## src/rtl/ex_muldiv_unit_pkg.sv

```systemverilog
// Shared definitions for the EX-stage iterative multiply/divide unit:
// op codes, FSM state encoding and the default datapath width.
package muldiv_pkg;

    localparam int DATA_WIDTH = 64;

    localparam logic [2:0] OP_MUL   = 3'b000;
    localparam logic [2:0] OP_UMULH = 3'b001;
    localparam logic [2:0] OP_UDIV  = 3'b010;
    localparam logic [2:0] OP_SMULH = 3'b011;
    localparam logic [2:0] OP_SDIV  = 3'b100;

    typedef enum logic [1:0] {
        ST_IDLE = 2'd0,
        ST_RUN  = 2'd1,
        ST_DONE = 2'd2
    } state_t;

endpackage

```

## src/rtl/ex_muldiv_unit_if.sv

```systemverilog
// Request/response bundle between the EX stage (master) and the
// multiply/divide unit (slave).
interface ex_muldiv_unit_if #(
    parameter int DATA_WIDTH = muldiv_pkg::DATA_WIDTH
);
    logic                  start;
    logic [2:0]            op;
    logic [DATA_WIDTH-1:0] operandA;
    logic [DATA_WIDTH-1:0] operandB;
    logic                  flush;
    logic                  stall;
    logic                  done;
    logic [DATA_WIDTH-1:0] result;
    logic                  divByZero;
    logic                  illegalOp;

    modport master (
        output start, op, operandA, operandB, flush,
        input  stall, done, result, divByZero, illegalOp
    );

    modport slave (
        input  start, op, operandA, operandB, flush,
        output stall, done, result, divByZero, illegalOp
    );
endinterface

```

## src/rtl/ex_muldiv_unit_sign_fix.sv

```systemverilog
// Conditional two's-complement negate. Used to take operand magnitudes and
// to restore the sign of the unsigned core's result.
module muldiv_sign_fix #(
    parameter int WIDTH = 64
) (
    input  logic [WIDTH-1:0] i_val,
    input  logic             i_neg,
    output logic [WIDTH-1:0] o_val
);
    // Negate when requested, pass through otherwise.
    always_comb begin
        o_val = i_neg ? (~i_val + WIDTH'(1)) : i_val;
    end
endmodule

```

## src/rtl/ex_muldiv_unit.sv

```systemverilog
// Iterative one-bit-per-cycle multiply/divide unit for the EX stage.
// Multiplies use shift-add into a 2*W accumulator; divides use restoring
// division with the quotient shifting into the low half of the same
// accumulator and the remainder in the high half.
// Optional feature macro: SIGNED_MULDIV_EN enables SMULH and SDIV.
module ex_muldiv_unit
    import muldiv_pkg::*;
#(
    parameter int DATA_WIDTH = muldiv_pkg::DATA_WIDTH
) (
    input  logic              CLOCK,
    input  logic              RESET,
    ex_muldiv_unit_if.slave   bus
);
    localparam int W  = DATA_WIDTH;
    localparam int CW = $clog2(DATA_WIDTH);

    state_t           r_state;
    logic [W-1:0]     r_b;
    logic [W-1:0]     r_a;
    logic [2*W-1:0]   r_acc;
    logic [CW-1:0]    r_cnt;
    logic             r_is_div;
    logic             r_take_hi;
    logic [W-1:0]     r_result;
    logic             r_done;
    logic             r_dz;
    logic             r_il;

    logic             w_accept;
    logic             w_legal;
    logic             w_div;
    logic             w_hi;
    logic [W-1:0]     w_mag_a;
    logic [W-1:0]     w_mag_b;
    logic [W:0]       w_sum;
    logic [2*W-1:0]   w_mul_nxt;
    logic [W:0]       w_rem_sh;
    logic [W:0]       w_trial;
    logic             w_ge;
    logic [2*W-1:0]   w_div_nxt;
    logic [2*W-1:0]   w_acc_nxt;
    logic [2*W-1:0]   w_fin;
    logic [W-1:0]     w_res_val;

    assign w_accept = (r_state == ST_IDLE) && bus.start && !bus.flush;

`ifdef SIGNED_MULDIV_EN
    logic             w_signed_op;
    logic             w_neg_res;
    logic             r_neg;

    assign w_signed_op = (bus.op == OP_SMULH) || (bus.op == OP_SDIV);
    assign w_neg_res   = w_signed_op && (bus.operandA[W-1] ^ bus.operandB[W-1]);
    assign w_legal     = (bus.op == OP_MUL) || (bus.op == OP_UMULH) ||
                         (bus.op == OP_UDIV) || w_signed_op;
    assign w_div       = (bus.op == OP_UDIV) || (bus.op == OP_SDIV);
    assign w_hi        = (bus.op == OP_UMULH) || (bus.op == OP_SMULH);

    muldiv_sign_fix #(.WIDTH(W)) u_fix_a (
        .i_val (bus.operandA),
        .i_neg (w_signed_op && bus.operandA[W-1]),
        .o_val (w_mag_a)
    );
    muldiv_sign_fix #(.WIDTH(W)) u_fix_b (
        .i_val (bus.operandB),
        .i_neg (w_signed_op && bus.operandB[W-1]),
        .o_val (w_mag_b)
    );
    // Negating the full 2W value gives the SMULH high half directly and,
    // since the low half of a negation depends only on low bits, the SDIV
    // quotient in the low half even with the remainder sitting above it.
    muldiv_sign_fix #(.WIDTH(2*W)) u_fix_res (
        .i_val (w_acc_nxt),
        .i_neg (r_neg),
        .o_val (w_fin)
    );

    // Result sign is captured once, when the op is accepted.
    always_ff @(posedge CLOCK) begin
        if (RESET)
            r_neg <= 1'b0;
        else if (w_accept)
            r_neg <= w_neg_res;
    end
`else
    assign w_legal = (bus.op == OP_MUL) || (bus.op == OP_UMULH) || (bus.op == OP_UDIV);
    assign w_div   = (bus.op == OP_UDIV);
    assign w_hi    = (bus.op == OP_UMULH);
    assign w_mag_a = bus.operandA;
    assign w_mag_b = bus.operandB;
    assign w_fin   = w_acc_nxt;
`endif

    // One iteration of the datapath for both multiply and divide.
    always_comb begin
        // Shift-add: add multiplicand into the high half when the current
        // multiplier bit (acc[0]) is set, then shift the whole thing right.
        w_sum     = {1'b0, r_acc[2*W-1:W]} + (r_acc[0] ? {1'b0, r_a} : {(W+1){1'b0}});
        w_mul_nxt = {w_sum, r_acc[W-1:1]};
        // Restoring divide: bring the next dividend bit into the remainder,
        // keep the subtraction only if it did not go negative.
        w_rem_sh  = {r_acc[2*W-1:W], r_acc[W-1]};
        w_trial   = w_rem_sh - {1'b0, r_b};
        w_ge      = !w_trial[W];
        w_div_nxt = {(w_ge ? w_trial[W-1:0] : w_rem_sh[W-1:0]), r_acc[W-2:0], w_ge};
        w_acc_nxt = r_is_div ? w_div_nxt : w_mul_nxt;
        w_res_val = r_take_hi ? w_fin[2*W-1:W] : w_fin[W-1:0];
    end

    // Control FSM and datapath registers.
    always_ff @(posedge CLOCK) begin
        if (RESET) begin
            r_state   <= ST_IDLE;
            r_result  <= '0;
            r_done    <= 1'b0;
            r_dz      <= 1'b0;
            r_il      <= 1'b0;
            r_cnt     <= '0;
            r_a       <= '0;
            r_b       <= '0;
            r_acc     <= '0;
            r_is_div  <= 1'b0;
            r_take_hi <= 1'b0;
        end else if (bus.flush) begin
            r_state <= ST_IDLE;
            r_done  <= 1'b0;
            r_dz    <= 1'b0;
            r_il    <= 1'b0;
        end else begin
            case (r_state)
                ST_IDLE: begin
                    r_done <= 1'b0;
                    if (bus.start) begin
                        r_cnt     <= '0;
                        r_dz      <= 1'b0;
                        r_il      <= 1'b0;
                        r_a       <= w_mag_a;
                        r_b       <= w_mag_b;
                        r_is_div  <= w_div;
                        r_take_hi <= w_hi;
                        r_acc     <= w_div ? {{W{1'b0}}, w_mag_a} : {{W{1'b0}}, w_mag_b};
                        if (!w_legal) begin
                            r_result <= '0;
                            r_il     <= 1'b1;
                            r_done   <= 1'b1;
                            r_state  <= ST_DONE;
                        end else if (w_div && (bus.operandB == '0)) begin
                            r_result <= '0;
                            r_dz     <= 1'b1;
                            r_done   <= 1'b1;
                            r_state  <= ST_DONE;
                        end else begin
                            r_state <= ST_RUN;
                        end
                    end
                end
                ST_RUN: begin
                    r_acc <= w_acc_nxt;
                    r_cnt <= r_cnt + CW'(1);
                    if (r_cnt == CW'(W-1)) begin
                        r_result <= w_res_val;
                        r_done   <= 1'b1;
                        r_state  <= ST_DONE;
                    end
                end
                ST_DONE: begin
                    r_done  <= 1'b0;
                    r_state <= ST_IDLE;
                end
                default: begin
                    r_done  <= 1'b0;
                    r_state <= ST_IDLE;
                end
            endcase
        end
    end

    // Stall covers the accept cycle and every iteration; it drops in DONE
    // so the pipeline captures the result alongside the ALU result.
    assign bus.stall     = !RESET && (w_accept || (r_state == ST_RUN));
    assign bus.done      = r_done;
    assign bus.result    = r_result;
    assign bus.divByZero = r_dz;
    assign bus.illegalOp = r_il;

endmodule

```

## src/flat_wrapper.sv

```systemverilog
// flat-port wrapper written by rule: the top's interface ports become plain ports
module ex_muldiv_unit_flat import muldiv_pkg::*;
#(
    parameter int DATA_WIDTH = muldiv_pkg::DATA_WIDTH
)
  (CLOCK, RESET, bus_start, bus_op, bus_operandA, bus_operandB, bus_flush, bus_stall, bus_done, bus_result, bus_divByZero, bus_illegalOp);
  ex_muldiv_unit_if #(.DATA_WIDTH(DATA_WIDTH)) bus_i ();
  input  logic CLOCK;
  input  logic RESET;
  input wire logic [$bits(bus_i.start)-1:0] bus_start;
  input wire logic [$bits(bus_i.op)-1:0] bus_op;
  input wire logic [$bits(bus_i.operandA)-1:0] bus_operandA;
  input wire logic [$bits(bus_i.operandB)-1:0] bus_operandB;
  input wire logic [$bits(bus_i.flush)-1:0] bus_flush;
  output wire logic [$bits(bus_i.stall)-1:0] bus_stall;
  output wire logic [$bits(bus_i.done)-1:0] bus_done;
  output wire logic [$bits(bus_i.result)-1:0] bus_result;
  output wire logic [$bits(bus_i.divByZero)-1:0] bus_divByZero;
  output wire logic [$bits(bus_i.illegalOp)-1:0] bus_illegalOp;
  assign bus_i.start = bus_start;
  assign bus_i.op = bus_op;
  assign bus_i.operandA = bus_operandA;
  assign bus_i.operandB = bus_operandB;
  assign bus_i.flush = bus_flush;
  assign bus_stall = bus_i.stall;
  assign bus_done = bus_i.done;
  assign bus_result = bus_i.result;
  assign bus_divByZero = bus_i.divByZero;
  assign bus_illegalOp = bus_i.illegalOp;
  ex_muldiv_unit #(.DATA_WIDTH(DATA_WIDTH)) u_core (.CLOCK(CLOCK), .RESET(RESET), .bus(bus_i));
endmodule
```

## config.mk

```make
export PLATFORM = sky130hd
export DESIGN_NAME = ex_muldiv_unit_flat
export DESIGN_NICKNAME = d
export VERILOG_FILES = /design/src/rtl/ex_muldiv_unit_pkg.sv /design/src/rtl/ex_muldiv_unit_if.sv /design/src/rtl/ex_muldiv_unit_sign_fix.sv /design/src/rtl/ex_muldiv_unit.sv /design/src/flat_wrapper.sv
export SDC_FILE = /design/constraint.sdc
export NUM_CORES = 1
export LEC_CHECK = 0
export CORE_UTILIZATION = 35
export DETAILED_ROUTE_END_ITERATION = 8
export MAX_ROUTING_LAYER = met4
export PLACE_DENSITY = 0.56
export SETUP_SLACK_MARGIN = 0.3
export SYNTH_ARGS = -nofsm -noshare
export SYNTH_HDL_FRONTEND = slang
export SYNTH_SLANG_ARGS = --single-unit
```

## constraint.sdc

```tcl
create_clock -name CLOCK -period 3.75 [get_ports CLOCK]
set_input_delay 0.5625 -clock CLOCK [delete_from_list [all_inputs] [get_ports CLOCK]]
set_output_delay 0.5625 -clock CLOCK [all_outputs]
set_load 0.02 [all_outputs]
```

==> metrics.md <==
| Metric | Value |
|---|---|
| Status | `finished, violations left` |
| Violated checks | `design-rule violations` |
| Port Buffer Count | `202` |
| Drt total wl | `100100 um` |
| Clock Pin Slew Worst Setup and Hold Paths | `0.06 ns` |
| Pint | `6914 uW` |
| Drt pass-1 iters | `8` |
| Initial core utilization | `35.34%` |
| Core area | `0.06563 mm^2` |
| Arrival @ worst endpoint | `4.11 ns` |
| Hold-critical path depth | `2` |
| PD cells | `300.0 mW/mm^2` |
| Clock Latency Late Sink | `0.60 ns` |
| Synth Instances | `3103` |
| Syn nets | `3369` |
| Routed Antenna Nets | `0` |
| EDFF count, synth | `0` |
| Seq/Total Area, Yosys | `28.74%` |
| Tot GR Track Use | `29.17%` |
| Maximum VDD drop | `269.3 uV` |
| Reg2reg path depth | `18` |
| FILL cells | `6499` |
| Reg2reg start | `u_core.r_b[4]$_SDFFE_PP0P_` |
| Synth-to-layout area growth | `41.06%` |
| Setup violators final | `0` |
| Post-synth top area share | `28.74%` |
| Final worst path period need | `3.628 ns` |
| Crit path from | `u_core.r_b[4]$_SDFFE_PP0P_` |
| Crit path max-delay cell type | `o31a_1` |
| Syn_area_per_cell | `7.475 um^2` |
| Critical path depth | `18` |
| Critical Path End Type | `flop` |
| Sink Count | `333` |
| Layout Nets | `3813` |
| Share of total power in combinational logic | `19.1%` |
| Core Util, Final | `49.85%` |
| Hold Crit Class | `input pin to flop` |
| Via density | `5.669` |
| Critical Path End | `u_core.bus.result[20]$_SDFFE_PP0P_` |
| IO Pins | `203` |
| Post-DP HPWL | `71250 um` |
| Worst path required time | `4.23 ns` |
| Setup repair after global routing missed its margin | `yes` |
| Dominant cells by area after synthesis | `dfxtp_1, a21oi_1, nand2_1` |
| Max Slew Vio Count | `0` |
| Number of global-route vias before repair | `23793` |
| Root Buffer | `clkbuf_16` |
| Grt ovf | `0` |
| Worst path bufs/invs | `6` |
| Worst-margin pin slew | `1.071 ns` |
| Post-place setup slack | `-0.3210 ns` |
| CTS H-tree depth | `2` |
| Core Rows | `94` |
| Final Hold Fails | `0` |
| Rel. slew slack | `28.45%` |
| Critical path cell sequence | `inv_1 -> ha_4 -> a21o_1 -> a21oi_2 -> buf_4 -> a21oi_4 -> o31a_1 -> buf_6 -> o21ai_4 -> a21boi_2 -> buf_4 -> o311ai_4 -> buf_6 -> buf_12 -> mux2i_2 -> mux2i_2 -> mux2_4 -> a22o_1` |
| Clk network pwr share | `42.8%` |
| Worst R2R End | `u_core.bus.result[20]$_SDFFE_PP0P_` |
| Worst path top cell family by delay | `compound AO/OA/AOI/OAI gates` |
| Share of layout cells above drive strength 1 | `24.76%` |
| Crit start category | `flop` |
| Chip width | `259.4 um` |
| #FFs+latches synth | `333` |
| Post-synth top area cell | `dfxtp_1` |
| Num CTS Buffers | `42` |
| Die Y | `259.4 um` |
| Sw Pwr | `2902 uW` |
| Sequential share of power | `38.1%` |
| Global-route wire length before repair | `147000 um` |
| Crit Path Max Fanout | `8` |
| Die area | `0.06730 mm^2` |
| Net Sw Frac | `29.56%` |
| Final worst path period share | `96.76%` |
| Synth warnings | `0` |
| Clock tree buffer depth | `3` |
| Final setup skew | `0.02622 ns` |
| Largest net degree at the start of global routing | `90` |
| Leakage | `0.01312 uW` |
| Post-route setup slack | `0.1215 ns` |
| Wirelength per Cell | `22.53 um` |
| FF-to-FF setup slack | `0.12 ns` |
| Async SR Flop Fraction | `0%` |
| N_diodes | `0` |
| Residual DRC | `1` |
| Mapped cell area | `0.02319 mm^2` |
| Count leader, synth | `nand2_1` |
| Total power | `9816 uW` |
| Final GP Congestion | `0.9828` |
| CTS tree | `done` |
| Initial antenna violation count | `0` |
| Initial DRC Count | `1845` |
| Vias | `25183` |
| Area taken by multi-input logic gates | `0.01746 mm^2` |
| Synth cell types | `91` |
| Crit Path Class | `flop to flop` |
| Fmax | `0.2756 GHz` |
| Main synth FF type | `dfxtp_1` |
| Register area | `0.006698 mm^2` |
| List of most frequent post-synthesis cells | `nand2_1, a21oi_1, dfxtp_1` |
| Crit path largest cell delay | `0.33 ns` |
| Max-Cap Viols | `0` |
[cells in the final DEF, fill, tap and decap left out, drive strengths merged, types with 8 or more instances in the layout]
cell type / synthesis / final
nand2: 477 / 477
a21oi: 424 / 424
buf: 39 / 403
dfxtp: 333 / 333
nor2: 250 / 250
clkdlybuf4s50: 0 / 201
o21ai: 185 / 185
ha: 129 / 129
mux2i: 110 / 110
inv: 94 / 96
a211oi: 82 / 82
and2: 71 / 71
clkbuf: 171 / 68
xnor2: 66 / 66
a21o: 65 / 65
nor3: 53 / 53
xor2: 48 / 48
a22o: 45 / 45
nand4: 43 / 43
mux2: 43 / 43
nor2b: 41 / 41
o21a: 32 / 32
nand3: 31 / 31
o211ai: 26 / 26
nor4: 25 / 25
a31oi: 22 / 22
o21bai: 20 / 20
and3: 17 / 17
a21boi: 15 / 15
nand2b: 14 / 14
or3: 8 / 8
a22oi: 8 / 8
a221oi: 8 / 8
clkinv: 0 / 8
[layout make-up]
class / instances / area share (%)
multi-input cells: 2466 / 53.36
flip-flops and latches: 333 / 20.47
clock buffers: 63 / 3.824
well taps: 864 / 3.304
repair buffers: 610 / 17.53
inverters: 94 / 1.078
clock inverters: 12 / 0.4283
[logic make-up (layout without fill, tap and decap cells)]
logic type      count (synthesis)  count (layout)  synth area share (%)
xor+xnor                      114             114                 4.305
flops                         333             333                 28.74
simple gates                 1052            1052                 20.29
fa+ha+maj                     131             131                 7.132
compound gates               1016            1016                 27.50
mux                           153             153                 6.835
buf+inv                       304             779                 5.195
[power by group through the flow]
stage	sequential (uW)	clock, uW	combinational (uW)
3_3_place_gp	3810	0	1580
2_1_floorplan	3780	0	896
6_report	3740	4200	1870
4_1_cts	3740	4280	1720
3_5_place_dp	3810	0	1580
5_1_grt	3750	4390	2010
[state kept, by name, indices dropped and copies added (netlist names)]
register,cells
u_core.bus.result,64
u_core.r_b,64
u_core.r_is_div,1
u_core.r_state,2
u_core.r_a,64
u_core.bus.done,1
u_core.r_acc,128
u_core.r_cnt,6
u_core.bus.illegalOp,1
u_core.r_take_hi,1
u_core.bus.divByZero,1
[repair_timing]
action,4_1_cts,5_1_grt
pin swaps,78,185
resized for setup,210,300
cloned,6,5
setup endpoints to repair,120,127
buffers inserted,41,47
hold buffers,0,0
[metrics by stage]
step	instance area [um^2]	hold WS [ns]	std cells	TNS, ns
after CTS	30950	0.3517	4390	0
after global placement	28040	0.4364	4268	-1.588
after detailed placement	28040	0.4395	4268	-2.469
final	32720	0.3612	4442	0
after floorplan	23190	0.4317	3103	0
after global routing	32720	0.3818	4442	-0.005563
[layer usage]
metal | global-route usage, % | part of all wire [%] | vias up
li1 | - | - | 11975
met5 | - | 0 | -
met3 | 3.329 | 5.5 | 179
met2 | 45.88 | 46 | 843
met4 | 8.317 | 3.1 | 0
met1 | 39.19 | 46 | 12186
[worst min path at each step]
stage,from,to
final,RESET,u_core.r_acc[7]$_SDFFE_PP0P_
after global routing,RESET,u_core.r_acc[5]$_SDFFE_PP0P_
after CTS,RESET,u_core.r_acc[6]$_SDFFE_PP0P_
after detailed placement,u_core.bus.result[28]$_SDFFE_PP0P_,u_core.bus.result[28]$_SDFFE_PP0P_
after global placement,u_core.bus.result[11]$_SDFFE_PP0P_,u_core.bus.result[11]$_SDFFE_PP0P_
after floorplan,u_core.r_a[0]$_SDFFE_PP0P_,u_core.r_a[0]$_SDFFE_PP0P_
No activity file was read; power rests on OpenSTA's default activity.
